--- config.mk ---
export PLATFORM = sky130hd
export DESIGN_NAME = path_mem_arbiter
export DESIGN_NICKNAME = d
export VERILOG_FILES = /design/src/rtl/path_arb_pkg.sv /design/src/rtl/path_arb_rd_tracker.sv /design/src/rtl/path_mem_arbiter.sv
export SDC_FILE = /design/constraint.sdc
export NUM_CORES = 1
export LEC_CHECK = 0
export CAP_MARGIN = 10
export CORE_AREA = 2 2 85 87
export DETAILED_ROUTE_END_ITERATION = 6
export DIE_AREA = 0 0 87 89
export PLACE_DENSITY = 0.8
export SKIP_CTS_REPAIR_TIMING = 1
export SYNTH_ARGS = -nofsm -noshare
export SYNTH_HDL_FRONTEND = slang
export SYNTH_SLANG_ARGS = --single-unit
--- constraint.sdc ---
create_clock -name clk -period 1.6 [get_ports clk]
set_input_delay 0.32 -clock clk [delete_from_list [all_inputs] [get_ports clk]]
set_output_delay 0.32 -clock clk [all_outputs]
set_load 0.01 [all_outputs]
--- src/rtl/path_arb_pkg.sv ---
// Shared types and constants for the path memory arbiter.
// The arbiter and its read-tag delay line both import this package.
package path_arb_pkg;

    // Default geometry of the shared path memory (64 x 32).
    localparam int PATH_ADDR_W = 6;
    localparam int PATH_DATA_W = 32;

    // Deepest read latency the tag delay line is meant to cover.
    localparam int RD_LATENCY_MAX = 4;

    // Requester identifier: 0 = requester 0, 1 = requester 1.
    typedef logic req_id_t;

    // One slot of the read tracker: is a read in flight, and who issued it.
    typedef struct packed {
        logic    valid;
        req_id_t id;
    } rd_tag_t;

    // Round-robin choice between two requesters. On a tie the requester
    // that was not granted last wins; with a single request that requester
    // wins; with no request the result is unused by the caller.
    function automatic req_id_t rr_pick(
        input logic    req0,
        input logic    req1,
        input req_id_t last_gnt
    );
        req_id_t pick;
        pick = last_gnt;
        if (req0 && req1) begin
            pick = ~last_gnt;
        end else if (req0) begin
            pick = 1'b0;
        end else if (req1) begin
            pick = 1'b1;
        end
        return pick;
    endfunction

endpackage

--- src/rtl/path_arb_rd_tracker.sv ---
// Read-tag delay line: carries {valid, id} for every granted access so
// the read data can be routed back to its issuer when the memory answers.
// DEPTH equals the memory read latency (1..RD_LATENCY_MAX).
module path_arb_rd_tracker
    import path_arb_pkg::*;
#(
    parameter int DEPTH = 1
) (
    input  logic    clk,
    input  logic    rst,
    input  rd_tag_t push_tag_i,
    output rd_tag_t tail_tag_o
);

    rd_tag_t [DEPTH-1:0] pipe_q;
    rd_tag_t [DEPTH-1:0] pipe_d;

    // Shift every slot one step towards the tail, new tag enters at slot 0.
    always_comb begin
        pipe_d[0] = push_tag_i;
        for (int i = 1; i < DEPTH; i++) begin
            pipe_d[i] = pipe_q[i-1];
        end
    end

    // Tag register stages.
    // NOTE: every slot is reset, not just the valid bits' consumer; clearing
    // the whole line is what drops in-flight reads when reset hits mid-flight.
    always_ff @(posedge clk or negedge rst) begin
        if (!rst) begin
            pipe_q <= '0;
        end else begin
            // NOTE: non-blocking so each stage captures its neighbour's
            // pre-edge value; blocking here would collapse the delay line.
            pipe_q <= pipe_d;
        end
    end

    assign tail_tag_o = pipe_q[DEPTH-1];

endmodule

--- src/rtl/path_mem_arbiter.sv ---
// Two-requester round-robin arbiter in front of one single-port path memory.
// Grants are combinational (same cycle as the request); read data returns
// RD_LATENCY cycles later, flagged only to the requester that issued it.
// Optional feature macro: PATH_ARB_LOCK_EN adds r0_lock/r1_lock so one
// requester can hold the memory across a read-compare-write sequence.
module path_mem_arbiter
    import path_arb_pkg::*;
#(
    parameter int ADDR_W     = PATH_ADDR_W,
    parameter int DATA_W     = PATH_DATA_W,
    parameter int RD_LATENCY = 1            // legal range 1..RD_LATENCY_MAX
) (
    input  logic              clk,
    input  logic              rst,
`ifdef PATH_ARB_LOCK_EN
    input  logic              r0_lock,
    input  logic              r1_lock,
`endif
    // requester 0
    input  logic              r0_en,
    input  logic              r0_we,
    input  logic [ADDR_W-1:0] r0_addr,
    input  logic [DATA_W-1:0] r0_wdata,
    output logic              r0_gnt,
    output logic              r0_rvalid,
    output logic [DATA_W-1:0] r0_rdata,
    // requester 1
    input  logic              r1_en,
    input  logic              r1_we,
    input  logic [ADDR_W-1:0] r1_addr,
    input  logic [DATA_W-1:0] r1_wdata,
    output logic              r1_gnt,
    output logic              r1_rvalid,
    output logic [DATA_W-1:0] r1_rdata,
    // memory side
    output logic              mem_en,
    output logic              mem_we,
    output logic [ADDR_W-1:0] mem_addr,
    output logic [DATA_W-1:0] mem_wdata,
    input  logic [DATA_W-1:0] mem_rdata
);

    // Round-robin history: which requester got the most recent grant.
    req_id_t last_gnt_q;
    req_id_t last_gnt_d;

    // Requests that survive lock masking and may compete for the memory.
    logic    req0;
    logic    req1;

    logic    gnt_any;
    req_id_t gnt_id;

    rd_tag_t push_tag;
    rd_tag_t tail_tag;

`ifdef PATH_ARB_LOCK_EN
    // Lock ownership: valid flag plus owning requester.
    logic    lock_vld_q;
    logic    lock_vld_d;
    req_id_t lock_own_q;
    req_id_t lock_own_d;
    logic    lock_held;
    logic    gnt_lock;

    // The lock stays in force only while the owner keeps asserting it;
    // dropping lock releases the memory in that same cycle.
    assign lock_held = lock_vld_q && (lock_own_q ? r1_lock : r0_lock);

    // Mask the non-owner while the lock is held, regardless of priority.
    always_comb begin
        req0 = r0_en && !(lock_held && (lock_own_q == 1'b1));
        req1 = r1_en && !(lock_held && (lock_own_q == 1'b0));
    end
`else
    assign req0 = r0_en;
    assign req1 = r1_en;
`endif

    // Grant selection, memory mux and read-tag generation.
    // NOTE: every output of this block gets a default first, so no path
    // through the ifs leaves a signal unassigned and no latch is inferred.
    always_comb begin
        gnt_any   = 1'b0;
        gnt_id    = rr_pick(req0, req1, last_gnt_q);
        r0_gnt    = 1'b0;
        r1_gnt    = 1'b0;
        mem_en    = 1'b0;
        mem_we    = 1'b0;
        mem_addr  = '0;
        mem_wdata = '0;

        // Reset is applied combinationally too, so nothing is granted
        // while rst is held low even though requests may be present.
        if (rst && (req0 || req1)) begin
            gnt_any = 1'b1;
            mem_en  = 1'b1;
            if (gnt_id == 1'b0) begin
                r0_gnt    = 1'b1;
                mem_we    = r0_we;
                mem_addr  = r0_addr;
                mem_wdata = r0_wdata;
            end else begin
                r1_gnt    = 1'b1;
                mem_we    = r1_we;
                mem_addr  = r1_addr;
                mem_wdata = r1_wdata;
            end
        end

        // Only granted reads produce a response; writes are fire-and-forget.
        push_tag.valid = gnt_any && !mem_we;
        push_tag.id    = gnt_id;

        // History advances only on cycles that actually grant something.
        last_gnt_d = gnt_any ? gnt_id : last_gnt_q;
    end

    // Round-robin history register; after reset the first tie goes to r0.
    always_ff @(posedge clk or negedge rst) begin
        if (!rst) begin
            last_gnt_q <= 1'b1;
        end else begin
            last_gnt_q <= last_gnt_d;
        end
    end

`ifdef PATH_ARB_LOCK_EN
    // Lock owner next state: hold while the owner keeps lock, otherwise a
    // requester granted with its lock input high takes ownership.
    always_comb begin
        gnt_lock   = gnt_id ? r1_lock : r0_lock;
        lock_vld_d = 1'b0;
        lock_own_d = lock_own_q;
        if (lock_held) begin
            lock_vld_d = 1'b1;
        end else if (gnt_any && gnt_lock) begin
            lock_vld_d = 1'b1;
            lock_own_d = gnt_id;
        end
    end

    // Lock owner register.
    always_ff @(posedge clk or negedge rst) begin
        if (!rst) begin
            lock_vld_q <= 1'b0;
            lock_own_q <= 1'b0;
        end else begin
            lock_vld_q <= lock_vld_d;
            lock_own_q <= lock_own_d;
        end
    end
`endif

    // Tag delay line matched to the memory read latency.
    path_arb_rd_tracker #(
        .DEPTH (RD_LATENCY)
    ) u_rd_tracker (
        .clk        (clk),
        .rst        (rst),
        .push_tag_i (push_tag),
        .tail_tag_o (tail_tag)
    );

    // Read data is broadcast; rvalid says whose it is.
    assign r0_rvalid = tail_tag.valid && (tail_tag.id == 1'b0);
    assign r1_rvalid = tail_tag.valid && (tail_tag.id == 1'b1);
    assign r0_rdata  = mem_rdata;
    assign r1_rdata  = mem_rdata;

endmodule

# Yosys cells after proc, flatten, opt, wreduce, memory -nomap -nowiden
# Index checks and enable logic that the tools add are counted.
[classes]
add_sub_neg = 0
multipliers = 0
div = 0
order_cmp = 0
eq_ne = 0
n_shift = 0
mux = 14
bitwise = 2
reduce_logical = 7
[ops]
columns = ["cell", "n"]
rows = [
  ["32-bit 2-to-1 mux", 2],
  ["6-bit 2-to-1 mux", 2],
  ["1-bit 2-to-1 mux", 10],
  ["1-bit logical AND", 5],
  ["1-bit NOT", 2],
  ["1-bit logical NOT", 1],
  ["1-bit logical OR", 1],
]
[word_totals]
ff_bits = 3
latchBits = 0
ramBits = 0
rom_bits = 0
output_inout_bits = 108
wordCells = 26
memories = 0

# Depth between registers and ports, before layout
[depth]
word_depth = 7
ltp_mapped = 4

# Hierarchy
# Synthesis repeated with hierarchy kept, for this count alone.
[hier_totals]
cells_unflattened = 217
hier_area_um2 = 1306.3
[by_module_without_submodules]
columns = ["module", "n_inst", "cells_each", "area_each_um2"]
rows = [
  ["path_mem_arbiter", 1, 215, 1256.2],
  ["path_arb_rd_tracker", 1, 2, 50.0],
]

# Least setup slack after synthesis
# Ideal clock, no wire load.
[synth_timing]
path_type = "register -> output"
startpoint = "reg last_gnt_q"
endpoint = "out mem_wdata[0]"
arrival_ns = 1.150
required_time_ns = 1.280
setup_slack_ns = 0.130
stages_incl_launch_ff = 5
path_buffers = 2
cell_sequence = "dfstp_2 nor2b_1 buf_6 buf_6 o32ai_2"
[synth_via]
elab_chain_len = 5
word_cells_on_any_way = 6
classes_between = "mux (5); bitwise (1)"
[synth_lines]
columns = ["item", "line", "text"]
rows = [
  ["start, declared", "path_mem_arbiter.sv:44", "req_id_t last_gnt_q;"],
  ["start signal, assigned", "path_mem_arbiter.sv:124", "last_gnt_q <= last_gnt_d;"],
  ["1-bit 2-to-1 mux", "path_arb_pkg.sv:35", "end else if (req1) begin"],
  ["1-bit 2-to-1 mux", "path_arb_pkg.sv:33", "end else if (req0) begin"],
  ["1-bit 2-to-1 mux (*)", "path_arb_pkg.sv:31", "if (req0 && req1) begin"],
  ["32-bit 2-to-1 mux (*)", "path_mem_arbiter.sv:98", "if (gnt_id == 1'b0) begin"],
  ["32-bit 2-to-1 mux (*)", "path_mem_arbiter.sv:95", "if (rst && (req0 || req1)) begin"],
  ["end, declared", "path_mem_arbiter.sv:39", "output logic [DATA_W-1:0] mem_wdata,"],
]
# Mark *: on every way between the ends. The rest lies on a longest branch, timed or not.

# Worst setup path in the final report
[layout_timing]
startpoint = "reg last_gnt_q"
endpoint = "out mem_wdata[15]"
# The elaborated chain is that of the path after synthesis.

==> Implementation_results.wiki <==
{| class="wikitable"
! Metric !! Value
|-
| Total of flip-flops plus latches after synthesis || 3
|-
| Worst R2R Path Depth || 3
|-
| Element type at the critical path start || register
|-
| Beginning of the worst register-to-register path || last_gnt_q
|-
| RePlAce Congestion || 0.711
|-
| Cells after synthesis || 222
|-
| Summed instance area of the synthesized netlist || 1720 sq um
|-
| I/O Pins || 222
|-
| CP endpoint kind || output pin
|-
| Setup repair after global routing missed its margin || true
|-
| Family of cells with the greatest summed delay on the critical path || flip-flops
|-
| Hold Vio Cnt, Final || 0
|-
| Cells along the critical path || nor2b_4, buf_12, o32ai_4, buf_2
|-
| Cell at the root of the clock tree || sky130_fd_sc_hd__clkbuf_8
|-
| Count of standard-cell rows || 30
|-
| Critical path class || register to output pin
|-
| Net switching power figure || 0.438 mW
|-
| Global-route total usage across every layer || 12.5%
|-
| Portion of total power attributed to sequential cells || 8.7%
|-
| Crit path to || mem_wdata[15]
|-
| Master of the slowest instance on the critical path || sky130_fd_sc_hd__dfstp_2
|-
| Violation count after the first detailed-routing iteration || 31
|-
| Multi-input logic area || 1070 sq um
|-
| Commonest cells after routing, fill and taps aside || sky130_fd_sc_hd__nand2_1, sky130_fd_sc_hd__clkdlybuf4s50_1, sky130_fd_sc_hd__o32ai_2
|-
| Peak supply drop || 636 uV
|-
| Avg Synthesized Cell Area || 7.74 sq um
|-
| Gr ovfl total || 0
|-
| Clock share of power || 19.0%
|-
| Pin count of the biggest net entering global routing || 42
|-
| DIE AREA || 7740 sq um
|-
| Total leakage power || 1.25 nW
|-
| Kind of path behind the tightest hold check || input port to asynchronous set/reset pin
|-
| Portion of total power attributed to combinational logic || 72.3%
|-
| Final WL || 5610 um
|-
| Capturing point of the worst reg2reg path || u_rd_tracker.tail_tag_o[1]
|-
| Max Cap Violations || 0
|-
| Worst-Skew Late Latency || 220 ps
|-
| Internal power || 0.728 mW
|-
| Number of CTS-inserted buffers || 3
|-
| Number of H-tree levels || 1
|-
| DRC violation count after routing || 0
|-
| Signal arrival time at the worst endpoint || 1480 ps
|-
| HPWL Detailed || 4100 um
|-
| Worst path setup slack after routing || -196 ps
|-
| Die extent in y || 89 um
|-
| Required arrival time at the worst endpoint || 1280 ps
|-
| Port bufs || 125
|-
| CTS max path bufs || 2
|-
| Switching share of power || 37.6%
|-
| Failing checks || negative setup slack
|-
| Placed instance count || 353
|-
| Worst R2R Setup Slack || 410 ps
|-
| Slew Limit Fails || 0
|-
| Largest fanout on the critical path || 26
|-
| Number of antenna violations at the first check in global routing || 0
|-
| Clock sink count || 3
|-
| Number of inserted diodes || 0
|-
| Total number of nets in the final design || 393
|-
| Worst slew margin relative to its limit || 83.7%
|-
| Total of warnings raised by yosys || 0
|-
| Largest stage delay, worst path || 550 ps
|-
| Beginning of the critical path || last_gnt_q
|-
| Register area || 76.3 sq um
|-
| Measured slew at the worst slew-check pin || 245 ps
|-
| Number of cells on the critical path || 4
|-
| First-pass iteration count of the detailed router || 4
|-
| Standard cell core area || 6720 sq um
|-
| Post-route antenna net violation count || 0
|-
| Chip Width || 87 um
|-
| Initial Util || 25.6%
|-
| Average wire per standard cell || 15.7 um
|-
| Number of standard cells in the final layout excluding fillers || 358
|-
| Finish-stage setup viols || 40
|-
| Maximum clock rate || 557 MHz
|-
| Final Core Density || 39.5%
|-
| Sequential fraction of the synthesis area || 4.44%
|-
| Clock edge transition at the registers on the reported setup and hold paths || 30 ps
|-
| Power density relative to cell area || 440 nW/um^2
|-
| Area added between synthesis and finish || 54.4%
|-
| Fraction of the cycle the final worst path needs || 112%
|-
| Buffers and inverters on the worst path || 2
|-
| Share of cells above drive strength 1 || 32.4%
|-
| Total negative slack for setup checks || -6130 ps
|-
| Status || finished, violations left
|-
| Fillers || 670
|-
| Number of global-route vias before repair || 1728
|-
| Synthesized netlist net count || 336
|-
| Yosys cell types || 18
|-
| Clock skew || 4.26 ps
|-
| Clock period minus worst slack || 1800 ps
|-
| CTS tree || built
|-
| First-pass GRT wire length || 8020 um
|-
| Via total after detailed routing || 1704
|-
| Routed via count divided by cell count || 4.76
|}
## metrics by stage
step                      worst slack, ps  hold WS (ps)  power (mW)  cell area [sq um]
after floorplan                       130          24.4       0.684               1720
after CTS                            -816           291        1.21               2680
after detailed placement             -811           522       0.983               2630
after global placement               -830           516       0.968               2630
after global routing                 -222           355        1.25               2650
final                                -196           326        1.17               2650
## power groups by stage
stage / combinational (mW) / sequential, mW / clock (mW)
2_1_floorplan: 0.585 / 0.0983 / 0
3_3_place_gp: 0.866 / 0.102 / 0
3_5_place_dp: 0.881 / 0.102 / 0
4_1_cts: 0.885 / 0.102 / 0.228
5_1_grt: 0.904 / 0.103 / 0.242
6_report: 0.843 / 0.101 / 0.221
## cells by family (layout without fill, tap and decap cells)
logic type             Yosys count  in the layout  synth area share (%)
buffers and inverters           88            144                  37.1
and+or+nand+nor                 88             88                  20.0
DFF                              3              3                  4.44
AOI/OAI and AO/OA               43             43                  38.5
## synth_stat cells
cell type	number	share of area, %
sky130_fd_sc_hd__a21bo_1	1	0.58
sky130_fd_sc_hd__a21o_1	1	0.44
sky130_fd_sc_hd__a22o_1	1	0.51
sky130_fd_sc_hd__and2_1	1	0.36
sky130_fd_sc_hd__buf_2	11	3.2
sky130_fd_sc_hd__buf_4	68	30
sky130_fd_sc_hd__buf_6	5	3.3
sky130_fd_sc_hd__clkbuf_1	2	0.44
sky130_fd_sc_hd__dfrtp_1	2	2.9
sky130_fd_sc_hd__dfstp_2	1	1.5
sky130_fd_sc_hd__inv_1	1	0.22
sky130_fd_sc_hd__inv_2	1	0.22
sky130_fd_sc_hd__nand2_1	79	17
sky130_fd_sc_hd__nand2b_1	2	0.73
sky130_fd_sc_hd__nor2_1	4	0.87
sky130_fd_sc_hd__nor2b_1	2	0.73
sky130_fd_sc_hd__o32ai_1	2	1.0
sky130_fd_sc_hd__o32ai_2	38	36
## state kept, by name, summed over array words and instances, names as in the netlist
register and cells:
last_gnt_q 1, u_rd_tracker.tail_tag_o 2
## routing by layer
metal  part of all wire (%)  global-route usage [%]  vias to the layer above
li1                       -                       -                      814
met4                    3.8                    5.54                        0
met3                    9.2                    3.32                       30
met5                      0                       0                        -
met1                     35                    12.8                      780
met2                     51                    23.7                       80
## tightest hold or removal path, cell delays in order
cell and delay [ps]:
sky130_fd_sc_hd__buf_2 180, sky130_fd_sc_hd__clkbuf_16 210, sky130_fd_sc_hd__buf_4 150
## worst min path at each step
stage	end	slack (ps)
after floorplan	u_rd_tracker.tail_tag_o[0]	20
after global placement	u_rd_tracker.tail_tag_o[0]	520
after detailed placement	u_rd_tracker.tail_tag_o[1]	520
after CTS	u_rd_tracker.tail_tag_o[1]	290
after global routing	u_rd_tracker.tail_tag_o[1]	360
final	u_rd_tracker.tail_tag_o[1]	330
## area by class of cell
cell class | count | area share, %
Clock buffer | 4 | 1.70
Timing Repair Buffer | 138 | 51.1
Tap cell | 80 | 3.77
Inverter | 2 | 0.283
Sequential cell | 3 | 2.88
Multi-Input combinational cell | 131 | 40.2
No activity file was read; power rests on OpenSTA's default activity.
